$ cat src/rtl/uart_tx_lcr.sv
// ============================================================================
// Module   : uart_tx_lcr
// Brief    : 16550-style UART transmitter with runtime divisor, line control
//            (5-8 bits, none/even/odd/stick parity, 1-2 stops) and TX FIFO.
//            Optional `UART_TX_BREAK_EN adds a brk input forcing tx low.
// Revision : 1.0
// ============================================================================
`timescale 1ns/1ps
`default_nettype none

module uart_tx_lcr #(
    parameter int FIFO_DEPTH = 16,
    parameter int DIV_W      = 16,
    parameter int OVERSAMPLE = 16
) (
    input  logic                          clk,
    input  logic                          rst,
`ifdef UART_TX_BREAK_EN
    input  logic                          brk,
`endif
    input  logic [DIV_W-1:0]              divisor,
    input  logic [1:0]                    wls,
    input  logic                          stb,
    input  logic                          pen,
    input  logic                          eps,
    input  logic                          sp,
    input  logic                          wr_en,
    input  logic [7:0]                    wr_data,
    output logic                          fifo_full,
    output logic                          fifo_empty,
    output logic [$clog2(FIFO_DEPTH):0]   fifo_count,
    output logic                          overrun,
    output logic                          tx,
    output logic                          busy,
    output logic                          tx_done
);

    localparam int AW = $clog2(FIFO_DEPTH);
    localparam int TW = DIV_W + $clog2(OVERSAMPLE) + 1;
    localparam logic [AW:0] C_DEPTH = (AW+1)'(FIFO_DEPTH);

    typedef enum logic [2:0] {
        S_IDLE   = 3'd0,
        S_START  = 3'd1,
        S_DATA   = 3'd2,
        S_PARITY = 3'd3,
        S_STOP   = 3'd4
    } state_t;

    // ------------------------------------------------------------------------
    // TX holding FIFO
    // ------------------------------------------------------------------------
    logic [7:0]    r_mem [FIFO_DEPTH];
    logic [AW-1:0] r_wr_ptr;
    logic [AW-1:0] r_rd_ptr;
    logic [AW:0]   r_count;
    logic          r_overrun;
    logic          w_push;
    logic          w_pop;
    logic [7:0]    w_head;

    assign fifo_full  = (r_count == C_DEPTH);
    assign fifo_empty = (r_count == '0);
    assign fifo_count = r_count;
    assign overrun    = r_overrun;
    assign w_push     = wr_en & ~fifo_full;
    assign w_head     = r_mem[r_rd_ptr];

    always_ff @(posedge clk or posedge rst) begin
        if (rst) begin
            r_wr_ptr  <= '0;
            r_rd_ptr  <= '0;
            r_count   <= '0;
            r_overrun <= 1'b0;
        end else begin
            if (w_push) r_wr_ptr <= r_wr_ptr + 1'b1;
            if (w_pop)  r_rd_ptr <= r_rd_ptr + 1'b1;
            case ({w_push, w_pop})
                2'b10:   r_count <= r_count + 1'b1;
                2'b01:   r_count <= r_count - 1'b1;
                default: r_count <= r_count;
            endcase
            r_overrun <= wr_en & fifo_full;
        end
    end

    always_ff @(posedge clk) begin
        if (w_push) r_mem[r_wr_ptr] <= wr_data;
    end

    // ------------------------------------------------------------------------
    // Frame context, captured when a byte is popped
    // ------------------------------------------------------------------------
    logic [7:0]    w_mask;
    logic [7:0]    w_masked;
    logic          w_par;
    logic [TW-1:0] w_bit_len;
    logic          w_can_start;

    always_comb begin
        case (wls)
            2'd0:    w_mask = 8'h1F;
            2'd1:    w_mask = 8'h3F;
            2'd2:    w_mask = 8'h7F;
            default: w_mask = 8'hFF;
        endcase
    end

    assign w_masked    = w_head & w_mask;
    assign w_par       = sp ? ~eps : (eps ? ^w_masked : ~^w_masked);
    assign w_bit_len   = TW'(OVERSAMPLE) * TW'(divisor);
    assign w_can_start = ~fifo_empty & (divisor != '0);

    logic [7:0]    r_data;
    logic [2:0]    r_last_idx;
    logic          r_stb;
    logic          r_pen;
    logic          r_par;
    logic [TW-1:0] r_bit_len_m1;

    // ------------------------------------------------------------------------
    // Frame FSM
    // ------------------------------------------------------------------------
    state_t        r_state;
    state_t        w_state_n;
    logic [TW-1:0] r_timer;
    logic [TW-1:0] w_timer_n;
    logic [2:0]    r_bit_idx;
    logic [2:0]    w_bit_idx_n;
    logic [2:0]    w_idx_inc;
    logic          r_stop_idx;
    logic          w_stop_idx_n;
    logic          r_tx;
    logic          w_tx_n;
    logic          r_busy;
    logic          w_busy_n;
    logic          r_done;
    logic          w_done_n;
    logic          w_load;
    logic          w_bit_end;

    assign w_bit_end = (r_timer == r_bit_len_m1);
    assign w_idx_inc = r_bit_idx + 3'd1;
    assign w_pop     = w_load;

    always_ff @(posedge clk or posedge rst) begin
        if (rst) begin
            r_state    <= S_IDLE;
            r_timer    <= '0;
            r_bit_idx  <= '0;
            r_stop_idx <= 1'b0;
            r_tx       <= 1'b1;
            r_busy     <= 1'b0;
            r_done     <= 1'b0;
        end else begin
            r_state    <= w_state_n;
            r_timer    <= w_timer_n;
            r_bit_idx  <= w_bit_idx_n;
            r_stop_idx <= w_stop_idx_n;
            r_tx       <= w_tx_n;
            r_busy     <= w_busy_n;
            r_done     <= w_done_n;
        end
    end

    always_comb begin
        w_state_n    = r_state;
        w_timer_n    = w_bit_end ? '0 : r_timer + 1'b1;
        w_bit_idx_n  = r_bit_idx;
        w_stop_idx_n = r_stop_idx;
        w_tx_n       = r_tx;
        w_busy_n     = r_busy;
        w_done_n     = 1'b0;
        w_load       = 1'b0;

        case (r_state)
            S_IDLE: begin
                w_timer_n = '0;
                w_tx_n    = 1'b1;
                w_busy_n  = 1'b0;
                if (w_can_start) begin
                    w_load    = 1'b1;
                    w_tx_n    = 1'b0;
                    w_busy_n  = 1'b1;
                    w_state_n = S_START;
                end
            end
            S_START: begin
                if (w_bit_end) begin
                    w_state_n   = S_DATA;
                    w_bit_idx_n = 3'd0;
                    w_tx_n      = r_data[0];
                end
            end
            S_DATA: begin
                if (w_bit_end) begin
                    if (r_bit_idx == r_last_idx) begin
                        w_stop_idx_n = 1'b0;
                        if (r_pen) begin
                            w_state_n = S_PARITY;
                            w_tx_n    = r_par;
                        end else begin
                            w_state_n = S_STOP;
                            w_tx_n    = 1'b1;
                        end
                    end else begin
                        w_bit_idx_n = w_idx_inc;
                        w_tx_n      = r_data[w_idx_inc];
                    end
                end
            end
            S_PARITY: begin
                if (w_bit_end) begin
                    w_state_n    = S_STOP;
                    w_stop_idx_n = 1'b0;
                    w_tx_n       = 1'b1;
                end
            end
            S_STOP: begin
                if (w_bit_end) begin
                    if (r_stb && !r_stop_idx) begin
                        w_stop_idx_n = 1'b1;
                    end else begin
                        w_done_n = 1'b1;
                        // Chain straight into the next start bit when data waits
                        if (w_can_start) begin
                            w_load    = 1'b1;
                            w_tx_n    = 1'b0;
                            w_state_n = S_START;
                        end else begin
                            w_tx_n    = 1'b1;
                            w_busy_n  = 1'b0;
                            w_state_n = S_IDLE;
                        end
                    end
                end
            end
            default: begin
                w_state_n = S_IDLE;
                w_tx_n    = 1'b1;
                w_busy_n  = 1'b0;
            end
        endcase
    end

    always_ff @(posedge clk or posedge rst) begin
        if (rst) begin
            r_data       <= '0;
            r_last_idx   <= 3'd7;
            r_stb        <= 1'b0;
            r_pen        <= 1'b0;
            r_par        <= 1'b0;
            r_bit_len_m1 <= '0;
        end else if (w_load) begin
            r_data       <= w_masked;
            r_last_idx   <= 3'd4 + {1'b0, wls};
            r_stb        <= stb;
            r_pen        <= pen;
            r_par        <= w_par;
            r_bit_len_m1 <= w_bit_len - TW'(1);
        end
    end

    assign busy    = r_busy;
    assign tx_done = r_done;

`ifdef UART_TX_BREAK_EN
    assign tx = r_tx & ~brk;
`else
    assign tx = r_tx;
`endif

endmodule

`default_nettype wire

$ cat config.mk
export PLATFORM = sky130hd
export DESIGN_NAME = uart_tx_lcr
export DESIGN_NICKNAME = d
export VERILOG_FILES = /design/src/rtl/uart_tx_lcr.sv
export SDC_FILE = /design/constraint.sdc
export NUM_CORES = 1
export LEC_CHECK = 0
export ABC_AREA = 1
export CAP_MARGIN = 20
export CORE_MARGIN = 2
export CORE_UTILIZATION = 45
export DETAILED_ROUTE_END_ITERATION = 16
export GPL_TIMING_DRIVEN = 0
export PLACE_DENSITY_LB_ADDON = 0.3
export SYNTH_ARGS = -nofsm -noshare
export SYNTH_HDL_FRONTEND = slang
export SYNTH_SLANG_ARGS = --single-unit
$ cat constraint.sdc
create_clock -name clk -period 7.2 [get_ports clk]
set_input_delay 0.72 -clock clk [delete_from_list [all_inputs] [get_ports clk]]
set_output_delay 0.72 -clock clk [all_outputs]
set_load 0.005 [all_outputs]
==> summary.txt <==
Pwr
  • P per Cell Area: 391 nW/µm²
  • Max VDD drop: 0.000250 V
  • Total power draw: 4400 µW
  • Leak pwr: 0.00480 µW

Final layout
  • Fin nets: 1,172
  • Antenna cells: 0
  • Fill count: 1,897
  • Area growth from synthesis to layout: 15.2%
  • Layout cell share with drive strength beyond 1: 0.0790

CTS
  • Clk pin slew, worst setup/hold paths: 60 ps
  • Setup bufs post-CTS: 0
  • Hold buffer count at cts: 0
  • Cts repair resizes: 0
  • Worst-Skew Late Latency: 510 ps
  • Num CTS Buffers: 22
  • CTS root buf: clkbuf_16
  • Clock tree buffer depth: 3
  • H-tree Lvls: 1
  • Sink Count: 204
  • TritonCTS clock tree: done

GRT
  • First-pass GRT wire length: 35,500 µm
  • Initial antenna violation count: 0
  • Total grt overflow: 0
  • Number of global-route vias before repair: 6,607
  • GRT Total Usage: 0.205
  • Largest net degree at the start of global routing: 63

Logic synthesis
  • Mux cell area share after synthesis: 0.00102
  • Synth Area in Compound Gates: 0.0483
  • Syn nets: 1,104
  • Commonest cells in the netlist: nand2_1, nor2_1, edfxtp_1
  • Post-Syn Area: 9770 µm²
  • Ys Warns: 0
  • Number of flops mapped to enable cells by yosys: 128
  • Largest family of logic cells by synthesized area: simple AND/OR/NAND/NOR gates
  • Top-area cell type share of the netlist area: 0.393
  • Seq/Total Area, Yosys: 0.588
  • Cell taking the most area after synthesis: edfxtp_1
  • XOR/XNOR Fraction of Synth Area: 0.0367
  • Most used DFF post-synth: edfxtp_1
  • Adder-cell share of the synthesized area: 0.0187
  • Post-Synth Simple-Gate Area: 0.237
  • Top-count cell post-synth: nand2_1
  • Largest cells by area after synthesis: edfxtp_1, dfrtp_1, nand2_1
  • Mapped Cells: 1,057
  • Synth async-reset ratio: 0.373
  • Synth cell types: 43
  • Syn Area/Cell: 9.24 µm²
  • FF+latch count, synth: 204

Timing
  • Final cycle utilization of the critical path: 0.519
  • Min Tclk post-route: 3740 ps
  • Fmax: 268 MHz
  • Setup-failing EPs final: 0
  • Setup TNS: 0 ps
  • Final setup margin: 3460 ps
  • Unrepaired setup endpoints after global routing: no
  • Slew Limit Headroom: 0.436
  • Final Slew Violations: 0
  • Worst-margin pin slew: 844 ps
  • Fin. Hold Viols: 0
  • Worst Skew: 12.2 ps

Setup path
  • CP Launch Type: primary input
  • Worst Setup SP: divisor[8]
  • Worst setup EP type: flip-flop
  • CP Class: primary input to flip-flop
  • Worst R2R Start: r_timer[6]
  • CP required: 7640 ps
  • Crit path DAT: 4180 ps
  • CP Max Fanout: 10

Routing
  • DRT iter0 DRCs: 603
  • First drt pass iteration count: 7
  • Post-route ant nets: 0
  • WL per Instance: 16.2 µm
  • Total Wirelength: 22,900 µm
  • Vias: 7,120
  • Vias per inst: 5.04
  • Residual DRC: 0

Floorplanning
  • Core ar.: 21,200 µm²
  • Die area: 22,900 µm²
  • Starting density of the core: 0.462
  • Ports: 44
  • Num rows: 53
  • Die width: 151 µm
  • Chip Height: 151 µm

Status
  • Outcome: finished clean

Hold path
  • Hold crit path type: primary input to async pin

Place
  • IO Port Bufs: 43
  • Pre-CTS setup slack: 2940 ps
  • HPWL after DPL: 15,700 µm
  • GP Congestion: 0.822

Run
  • # Max-Cap Violations: 0
[through the flow]
step                      hold slack, ps  area, µm²   util  instances
after global routing                 491      11300  0.532       1414
after CTS                            480      11300  0.532       1414
after detailed placement             476      10600  0.500       1376
after global placement               466      10500  0.499       1375
after floorplan                      444       9770      -       1057
final                                482      11300  0.532       1414
[kinds of logic after synthesis]
kind of cell / after synthesis
compound gates: 87
simple gates: 556
flops: 204
fa+ha+maj: 14
buf+inv: 154
xor+xnor: 41
mux: 1
[state kept, by name, indices dropped and copies added, names as in the netlist]
name / cells
r_rd_ptr: 4
tx_done: 1
r_bit_idx: 3
r_par: 1
r_bit_len_m1: 18
r_wr_ptr: 4
r_mem: 128
r_state: 3
r_data: 8
r_timer: 21
r_pen: 1
fifo_count: 5
tx: 1
r_stb: 1
overrun: 1
r_last_idx: 2
r_stop_idx: 1
busy: 1
[cell type report]
| cell class | count | area, µm² | share of cell area |
|---|---|---|---|
| Multi-Input combinational cell | 699 | 3340 | 0.297 |
| Sequential cell | 204 | 5750 | 0.511 |
| Tap cell | 275 | 344 | 0.0306 |
| Timing Repair Buffer | 44 | 458 | 0.0407 |
| Inverter | 124 | 473 | 0.0420 |
| Buffer | 30 | 210 | 0.0187 |
| Clock inverter | 13 | 119 | 0.0106 |
| Clock buffer | 25 | 562 | 0.0499 |
[placed cells by master (no fill, tap or decap), types with 2 or more instances in the layout]
cell type	synthesis	layout
clkdlybuf4s50_1	0	43
o21ai_1	5	5
dfrtp_1	73	73
a21oi_1	14	14
buf_2	18	18
nor2_4	2	2
dfstp_2	3	3
o21ai_0	52	52
buf_4	4	4
clkinv_2	0	4
ha_1	13	13
xor2_1	29	29
nand2_1	298	298
clkinv_1	1	7
o221ai_1	2	2
clkbuf_1	0	3
nor3_2	3	3
nor2_2	2	2
o22ai_1	2	2
nor3b_1	2	2
inv_1	111	110
clkbuf_16	0	22
xnor2_1	12	12
nor3_1	6	6
inv_4	2	3
nand3_2	2	2
inv_2	10	10
nand4_1	7	7
bufinv_16	0	2
a31oi_1	5	5
o211ai_1	3	3
nor4_1	6	6
buf_6	8	8
or2_2	2	2
edfxtp_1	128	128
nand3_1	72	72
nor2_1	147	147
or2_0	3	3
[worst max-delay path: stages]
cell             delay (ps)
clkdlybuf4s50_1         580
nor2_1                  100
nand4_1                 160
nor4_1                   60
a21oi_1                 440
and2_1                  290
nand2_4                 120
inv_4                   110
buf_4                   200
ha_1                    250
inv_1                   100
fa_1                    360
inv_1                    90
a21oi_1                  70
nor2_1                   80
nor2_1                   50
nand2_1                  50
nand2_1                  40
nor2_1                  120
xor2_1                  150
[metal layers]
metal  part of all wire  global-route usage  vias up  wire length [µm]
li1                   -                   -     3552                 -
met3              0.054              0.0295       33              1230
met1               0.45               0.286     3348             10300
met4              0.021              0.0463        0               492
met2               0.48               0.340      187             10900
met5                  0                   0        -                 0
[report_power, final]
part / total (µW) / leakage, µW / internal [µW] / switching [µW]
registers: 1600 / 0.00212 / 1480 / 127
clock network: 1080 / 0.000335 / 629 / 452
logic: 1710 / 0.00235 / 577 / 1130
total: 4400 / 0.00480 / 2680 / 1710
[final timing paths]
kind | cells past startpoint | slack, ps | end
min | 2 | 480 | fifo_count[4]
max in group asynchronous | 3 | 6080 | tx
max | 20 | 3460 | fifo_count[4]
min in group clk | 2 | 480 | r_last_idx[1]
min reg2reg | 2 | 480 | r_last_idx[1]
max reg2reg | 21 | 3910 | fifo_count[4]
Power figures use the tool's default switching activity.
